### src/rtl/instruction_fetch_unit_pkg.sv
// Shared types and constants for the instruction fetch unit.
package fetch_pkg;

    localparam int unsigned     XLEN             = 32;
    localparam logic [XLEN-1:0] DEFAULT_RESET_PC = 32'h0000_0000;
    localparam logic [XLEN-1:0] NOP              = 32'h0000_0013;

    typedef enum logic {
        FETCH = 1'b0,
        DRAIN = 1'b1
    } fetch_state_e;

    typedef struct packed {
        logic [XLEN-1:0] data;
        logic [XLEN-1:0] pc;
    } fetch_entry_t;

    function automatic logic [XLEN-1:0] align_pc(input logic [XLEN-1:0] pc);
        return pc & ~XLEN'(3);
    endfunction

endpackage

### src/rtl/instruction_fetch_unit_buffer.sv
// Synchronous FIFO with flush; head entry is visible combinationally while not empty.
module fetch_buffer #(
    parameter int unsigned DEPTH = 2,
    parameter int unsigned WIDTH = 64
) (
    input  logic                         clk,
    input  logic                         rst,
    input  logic                         push,
    input  logic [WIDTH-1:0]             wr_data,
    input  logic                         pop,
    input  logic                         flush,
    output logic [WIDTH-1:0]             rd_data,
    output logic                         full,
    output logic                         empty,
    output logic [$clog2(DEPTH+1)-1:0]   count
);

    localparam int unsigned PTR_W = (DEPTH > 1) ? $clog2(DEPTH) : 1;
    localparam int unsigned CNT_W = $clog2(DEPTH + 1);

    logic [WIDTH-1:0] r_mem [DEPTH];
    logic [PTR_W-1:0] r_rd_ptr;
    logic [PTR_W-1:0] r_wr_ptr;
    logic [CNT_W-1:0] r_count;
    logic             w_push;
    logic             w_pop;

    function automatic logic [PTR_W-1:0] ptr_inc(input logic [PTR_W-1:0] p);
        return (p == PTR_W'(DEPTH - 1)) ? '0 : p + PTR_W'(1);
    endfunction

    assign full    = (r_count == CNT_W'(DEPTH));
    assign empty   = (r_count == '0);
    assign count   = r_count;
    assign rd_data = r_mem[r_rd_ptr];

    // A pop frees the slot in the same cycle, so push is allowed at full when popping.
    assign w_pop  = pop && !empty;
    assign w_push = push && (!full || w_pop);

    always_ff @(posedge clk) begin
        if (w_push) begin
            r_mem[r_wr_ptr] <= wr_data;
        end
    end

    always_ff @(posedge clk) begin
        if (rst || flush) begin
            r_rd_ptr <= '0;
            r_wr_ptr <= '0;
            r_count  <= '0;
        end else begin
            if (w_push) begin
                r_wr_ptr <= ptr_inc(r_wr_ptr);
            end
            if (w_pop) begin
                r_rd_ptr <= ptr_inc(r_rd_ptr);
            end
            case ({w_push, w_pop})
                2'b10:   r_count <= r_count + CNT_W'(1);
                2'b01:   r_count <= r_count - CNT_W'(1);
                default: r_count <= r_count;
            endcase
        end
    end

endmodule

### src/rtl/instruction_fetch_unit.sv
// Instruction fetch: issues word-aligned imem requests, buffers in-order responses
// for decode, and drops stale responses after a redirect.
module instruction_fetch_unit
    import fetch_pkg::*;
#(
    parameter logic [XLEN-1:0] RESET_PC  = DEFAULT_RESET_PC,
    parameter int unsigned     BUF_DEPTH = 2
) (
    input  logic            clk,
    input  logic            rst,
    output logic            imem_req_valid,
    input  logic            imem_req_ready,
    output logic [XLEN-1:0] imem_req_addr,
    input  logic            imem_rsp_valid,
    input  logic [XLEN-1:0] imem_rsp_data,
    input  logic            redirect_valid,
    input  logic [XLEN-1:0] redirect_pc,
    output logic            instr_valid,
    input  logic            instr_ready,
    output logic [XLEN-1:0] instruction,
    output logic [XLEN-1:0] instr_pc
);

    localparam int unsigned CNT_W = $clog2(BUF_DEPTH + 1);
    localparam int unsigned SUM_W = CNT_W + 1;

    fetch_state_e     r_state;
    fetch_state_e     w_state_next;
    logic [XLEN-1:0]  r_pc;
    logic [CNT_W-1:0] r_discard_cnt;
    logic             r_req_hold;

    logic [CNT_W-1:0] w_flight_cnt;
    logic [CNT_W-1:0] w_buf_cnt;
    logic [XLEN-1:0]  w_flight_head;
    logic             w_flight_full;
    logic             w_flight_empty;
    logic             w_buf_full;
    logic             w_buf_empty;
    fetch_entry_t     w_buf_head;
    fetch_entry_t     w_buf_wr;

    logic             w_room;
    logic             w_req_fire;
    logic             w_instr_fire;
    logic             w_rsp_hit;
    logic             w_rsp_keep;
    logic [SUM_W-1:0] w_outstanding;
    logic [SUM_W-1:0] w_discard_next;

    assign w_instr_fire  = instr_valid && instr_ready;
    assign w_outstanding = SUM_W'(w_flight_cnt) + SUM_W'(r_discard_cnt);

    // A decode pop this cycle counts as free space; r_req_hold keeps a request
    // raised on that credit stable until memory accepts it.
    assign w_room = ((SUM_W'(w_flight_cnt) + SUM_W'(w_buf_cnt)) <
                     (SUM_W'(BUF_DEPTH) + SUM_W'(w_instr_fire)))
                    && !w_flight_full && (!w_buf_full || w_instr_fire);

    assign imem_req_valid = !rst && (r_state == FETCH) && (r_req_hold || w_room);
    assign imem_req_addr  = r_pc;
    assign w_req_fire     = imem_req_valid && imem_req_ready;

    assign w_rsp_hit  = imem_rsp_valid && (w_outstanding != '0);
    assign w_rsp_keep = w_rsp_hit && (r_state == FETCH) && !redirect_valid && !w_flight_empty;

    // Everything still owed by memory, including this cycle's acceptance, minus
    // a response consumed this cycle, must be dropped after a redirect.
    assign w_discard_next = w_outstanding + SUM_W'(w_req_fire) - SUM_W'(w_rsp_hit);

    assign w_buf_wr.data = imem_rsp_data;
    assign w_buf_wr.pc   = w_flight_head;

    assign instr_valid = !w_buf_empty;
    assign instruction = instr_valid ? w_buf_head.data : '0;
    assign instr_pc    = instr_valid ? w_buf_head.pc   : '0;

    fetch_buffer #(
        .DEPTH (BUF_DEPTH),
        .WIDTH (XLEN)
    ) u_flight_q (
        .clk     (clk),
        .rst     (rst),
        .push    (w_req_fire),
        .wr_data (r_pc),
        .pop     (w_rsp_keep),
        .flush   (redirect_valid),
        .rd_data (w_flight_head),
        .full    (w_flight_full),
        .empty   (w_flight_empty),
        .count   (w_flight_cnt)
    );

    fetch_buffer #(
        .DEPTH (BUF_DEPTH),
        .WIDTH (2 * XLEN)
    ) u_instr_buf (
        .clk     (clk),
        .rst     (rst),
        .push    (w_rsp_keep),
        .wr_data (w_buf_wr),
        .pop     (w_instr_fire),
        .flush   (redirect_valid),
        .rd_data (w_buf_head),
        .full    (w_buf_full),
        .empty   (w_buf_empty),
        .count   (w_buf_cnt)
    );

    always_ff @(posedge clk) begin
        if (rst) begin
            r_state <= FETCH;
        end else begin
            r_state <= w_state_next;
        end
    end

    always_comb begin
        w_state_next = r_state;
        if (redirect_valid) begin
            w_state_next = (w_discard_next != '0) ? DRAIN : FETCH;
        end else if (r_state == DRAIN) begin
            if ((r_discard_cnt == '0) || (imem_rsp_valid && (r_discard_cnt == CNT_W'(1)))) begin
                w_state_next = FETCH;
            end
        end
    end

    always_ff @(posedge clk) begin
        if (rst) begin
            r_pc          <= RESET_PC;
            r_discard_cnt <= '0;
            r_req_hold    <= 1'b0;
        end else begin
            r_req_hold <= imem_req_valid && !imem_req_ready && !redirect_valid;
            if (redirect_valid) begin
                r_pc          <= align_pc(redirect_pc);
                r_discard_cnt <= CNT_W'(w_discard_next);
            end else begin
                if (w_req_fire) begin
                    r_pc <= r_pc + XLEN'(4);
                end
                if ((r_state == DRAIN) && imem_rsp_valid && (r_discard_cnt != '0)) begin
                    r_discard_cnt <= r_discard_cnt - CNT_W'(1);
                end
            end
        end
    end

endmodule

### config.mk
export PLATFORM = sky130hd
export DESIGN_NAME = instruction_fetch_unit
export DESIGN_NICKNAME = d
export VERILOG_FILES = /design/src/rtl/instruction_fetch_unit_pkg.sv /design/src/rtl/instruction_fetch_unit_buffer.sv /design/src/rtl/instruction_fetch_unit.sv
export SDC_FILE = /design/constraint.sdc
export NUM_CORES = 1
export LEC_CHECK = 0
export ABC_AREA = 1
export BUFFER_PORTS_ARGS = -buffer_cell sky130_fd_sc_hd__buf_2
export CAP_MARGIN = 20
export CELL_PAD_IN_SITES_DETAIL_PLACEMENT = 0
export CELL_PAD_IN_SITES_GLOBAL_PLACEMENT = 1
export CORE_UTILIZATION = 44
export DETAILED_ROUTE_END_ITERATION = 10
export HOLD_SLACK_MARGIN = 0.12
export PLACE_DENSITY_LB_ADDON = 0.1
export SETUP_SLACK_MARGIN = 0.2
export SLEW_MARGIN = 20
export SYNTH_ARGS = -nofsm -noshare
export SYNTH_HDL_FRONTEND = slang
export SYNTH_HIERARCHICAL = 1
export SYNTH_SLANG_ARGS = --single-unit
### constraint.sdc
create_clock -name clk -period 6.1 [get_ports clk]
set_clock_uncertainty 0.05 [all_clocks]
set_input_delay 0 -clock clk [delete_from_list [all_inputs] [get_ports clk]]
set_output_delay 0 -clock clk [all_outputs]
set_load 0.01 [all_outputs]
==> impl_metrics.json <==
{
  "viasPerCell": 4.72,
  "final_core_util": 0.571,
  "grt_antenna_before_repair": 0,
  "worstSkewPairLatency_ps": 520,
  "grt_usage": 0.184,
  "wire_per_inst_um": 14.6,
  "syn-instance-count": 983,
  "rsz0062_at_grt": "no",
  "layout.nets": 1326,
  "synth_edf_count": 192,
  "synthArstFlopShare": 0,
  "critPathTopFamily": "simple AND/OR/NAND/NOR gates",
  "ys_seq_area_frac": 0.613,
  "r2r_end": "imem_req_addr[18]$_SDFFE_PP0P_",
  "mostFrequentLayoutCells": "192 x edfxtp_1, 185 x nand2_1, 163 x buf_2, 129 x nor2_1, 117 x inv_1",
  "synth-seq-cells": 236,
  "slew_viol_final": 0,
  "crit_slowest_cell": "dlygate4sd3_1",
  "cap_violations": 0,
  "p_leak_nw": 5.73,
  "peakVddDrop_uv": 199,
  "grt_pass1_wl_mm": 37.5,
  "worstSetupEndpoint": "imem_req_addr[18]$_SDFFE_PP0P_",
  "grt_max_degree": 65,
  "finalHoldViolCount": 0,
  "status": "completed",
  "gr-total-overflow": 0,
  "clock-root-buffer": "clkbuf_16",
  "post-route-period-util": 0.588,
  "ant_nets": 0,
  "reg2reg_slack_ps": 2520,
  "syn-cell-area_mm2": 0.0108,
  "ys_types": 43,
  "gp_congestion": 0.807,
  "drive_above_1_share": 0.295,
  "cp_num_buf_inv": 2,
  "initial_utilization": 0.447,
  "drcViolationCount": 0,
  "die_w_um": 159,
  "cts_tree": "done",
  "rows": 57,
  "cp-end-kind": "flop",
  "die_y_um": 159,
  "finalWirelength_mm": 23.3,
  "fin_crit_ps": 3580,
  "cts_resized": 0,
  "clk_path_buf_depth": 3,
  "worstRegToRegCells": 11,
  "hpwlAfterDp_mm": 14.7,
  "worstPathRequired_ps": 6460,
  "fmax_mhz": 279,
  "drt_iter0_markers": 303,
  "first_pass_iters": 5,
  "worstMarginPinSlew_ps": 917,
  "grt_pass1_vias": 7368,
  "tns_ps": 0,
  "ys_warn_count": 6,
  "worstSetupPathType": "flop to flop",
  "ctsHtreeMaxLevel": 1,
  "crit_cells": 11,
  "diodes": 0,
  "arrival_ps": 3940,
  "clk_pin_slew_ps": 60,
  "setup_viol": 0,
  "startpoint_type": "flop",
  "hold_buffers": 92,
  "vias": 7508,
  "cp-startpoint": "u_flight_q/count[0]$_SDFFE_PP0P_",
  "dieArea_mm2": 0.0253,
  "cp_max_fo": 22,
  "area_delta_synth_final_pct": 27.6,
  "synth-main-ff-cell": "edfxtp_1",
  "cts_num_sinks": 236,
  "core_region_area_mm2": 0.0242,
  "post-cts-setup-buffer-count": 0,
  "io_pins": 168,
  "cts_buffers": 26,
  "r2r-start": "u_flight_q/count[0]$_SDFFE_PP0P_",
  "crit_chain": "ha_1 -> fa_1 -> o21ai_1 -> nand2_1 -> nand2_2 -> nand3_2 -> nand2_2 -> inv_1 -> nand2_1 -> a21oi_2 -> dlygate4sd3_1",
  "io_buffer_count": 163,
  "max_slew_margin": 0.387,
  "worst_hold_path_type": "primary input to flop",
  "synth.avg_cell_area_um2": 11.0,
  "max_stage_delay_ps": 590,
  "cellPowerDensity_mw_per_mm2": 272,
  "final_common_cell": "edfxtp_1"
}
-- worst min path at each step --
stage / start / to / slack, ps / cells after the start
final: redirect_valid / r_state$_SDFF_PP0_ / 140 / 4
after global routing: imem_rsp_data[14] / u_instr_buf/r_mem[0][46]$_DFFE_PP_ / 140 / 2
after CTS: redirect_valid / r_state$_SDFF_PP0_ / 120 / 4
after detailed placement: imem_rsp_data[28] / u_instr_buf/r_mem[0][60]$_DFFE_PP_ / 140 / 1
after global placement: imem_rsp_data[21] / u_instr_buf/r_mem[1][53]$_DFFE_PP_ / 140 / 1
after floorplan: imem_req_ready / r_req_hold$_SDFF_PP0_ / 30 / 1
-- worst register-to-register path, stage by stage, from the launching register on --
cell,delay [ps]
dfxtp_1,490
ha_1,220
fa_1,400
o21ai_1,80
nand2_1,90
nand2_2,90
nand3_2,270
nand2_2,480
inv_1,460
nand2_1,190
a21oi_2,60
dlygate4sd3_1,590
-- metrics by stage --
| step | area [µm²] | total power [mW] | instances | hold WS (ps) | worst slack [ps] |
|---|---|---|---|---|---|
| after floorplan | 10900 | 1.95 | 988 | 26.8 | 569 |
| final | 13800 | 3.76 | 1590 | 141 | 2520 |
| after CTS | 13800 | 3.80 | 1590 | 125 | 2440 |
| after global placement | 11900 | 2.02 | 1450 | 138 | 2690 |
| after detailed placement | 11900 | 2.02 | 1450 | 141 | 2650 |
| after global routing | 13800 | 3.88 | 1590 | 144 | 2210 |
-- synthesized netlist by cell type, types with 8 or more instances --
cell type  instances  area, µm²
dfxtp_1           44        881
a21oi_1           28        140
nand2_2           13       81.3
edfxtp_1         192       5770
clkbuf_1          15       56.3
nand3_2           10        100
buf_6              9        101
nor2_1           131        492
nand3_1           40        200
o21ai_0           11       55.1
nand2_1          185        694
mux2_2            94       1060
nor2_2             8       50.1
inv_1            118        443
-- cells by family (layout without fill, tap and decap cells) --
logic type	count (synthesis)	count (layout)	synth area share
compound gates	60	60	0.0324
xor+xnor	8	8	0.00646
fa+ha+maj	10	10	0.0136
buf+inv	161	439	0.0651
flops	236	236	0.613
mux	96	96	0.100
other cells	1	6	0.000346
simple gates	411	411	0.169
-- state kept, by name, summed over array words and instances, names as in the netlist, named ones only --
signal / count
r_req_hold: 1
r_state: 1
imem_req_addr: 30
u_instr_buf/r_mem: 128
u_flight_q/count: 2
u_flight_q/r_mem: 64
u_instr_buf/r_wr_ptr: 1
u_instr_buf/count: 2
r_discard_cnt: 2
u_instr_buf/r_rd_ptr: 1
u_flight_q/r_wr_ptr: 1
u_flight_q/r_rd_ptr: 1
-- layout make-up --
cell class | count | area, µm²
clock inverters | 17 | 249
inverters | 125 | 469
fillers | 2135 | 10400
repair buffers | 266 | 1820
clock buffers | 31 | 721
flip-flops and latches | 236 | 6650
well taps | 324 | 405
multi-input cells | 591 | 3520
-- report_power, final --
part | switching, mW | internal, mW
Sequential | 0.0379 | 1.77
Clock | 0.624 | 1.10
Combinational | 0.112 | 0.111
Total | 0.774 | 2.98
-- routing by layer --
layer | vias up | global-route usage | part of all wire
li1 | 3794 | - | -
met1 | 3517 | 0.248 | 0.47
met2 | 176 | 0.315 | 0.47
met3 | 21 | 0.0274 | 0.044
met4 | 0 | 0.0437 | 0.014
met5 | - | 0 | 0
Note: power is estimated with default switching activity, not from simulation.
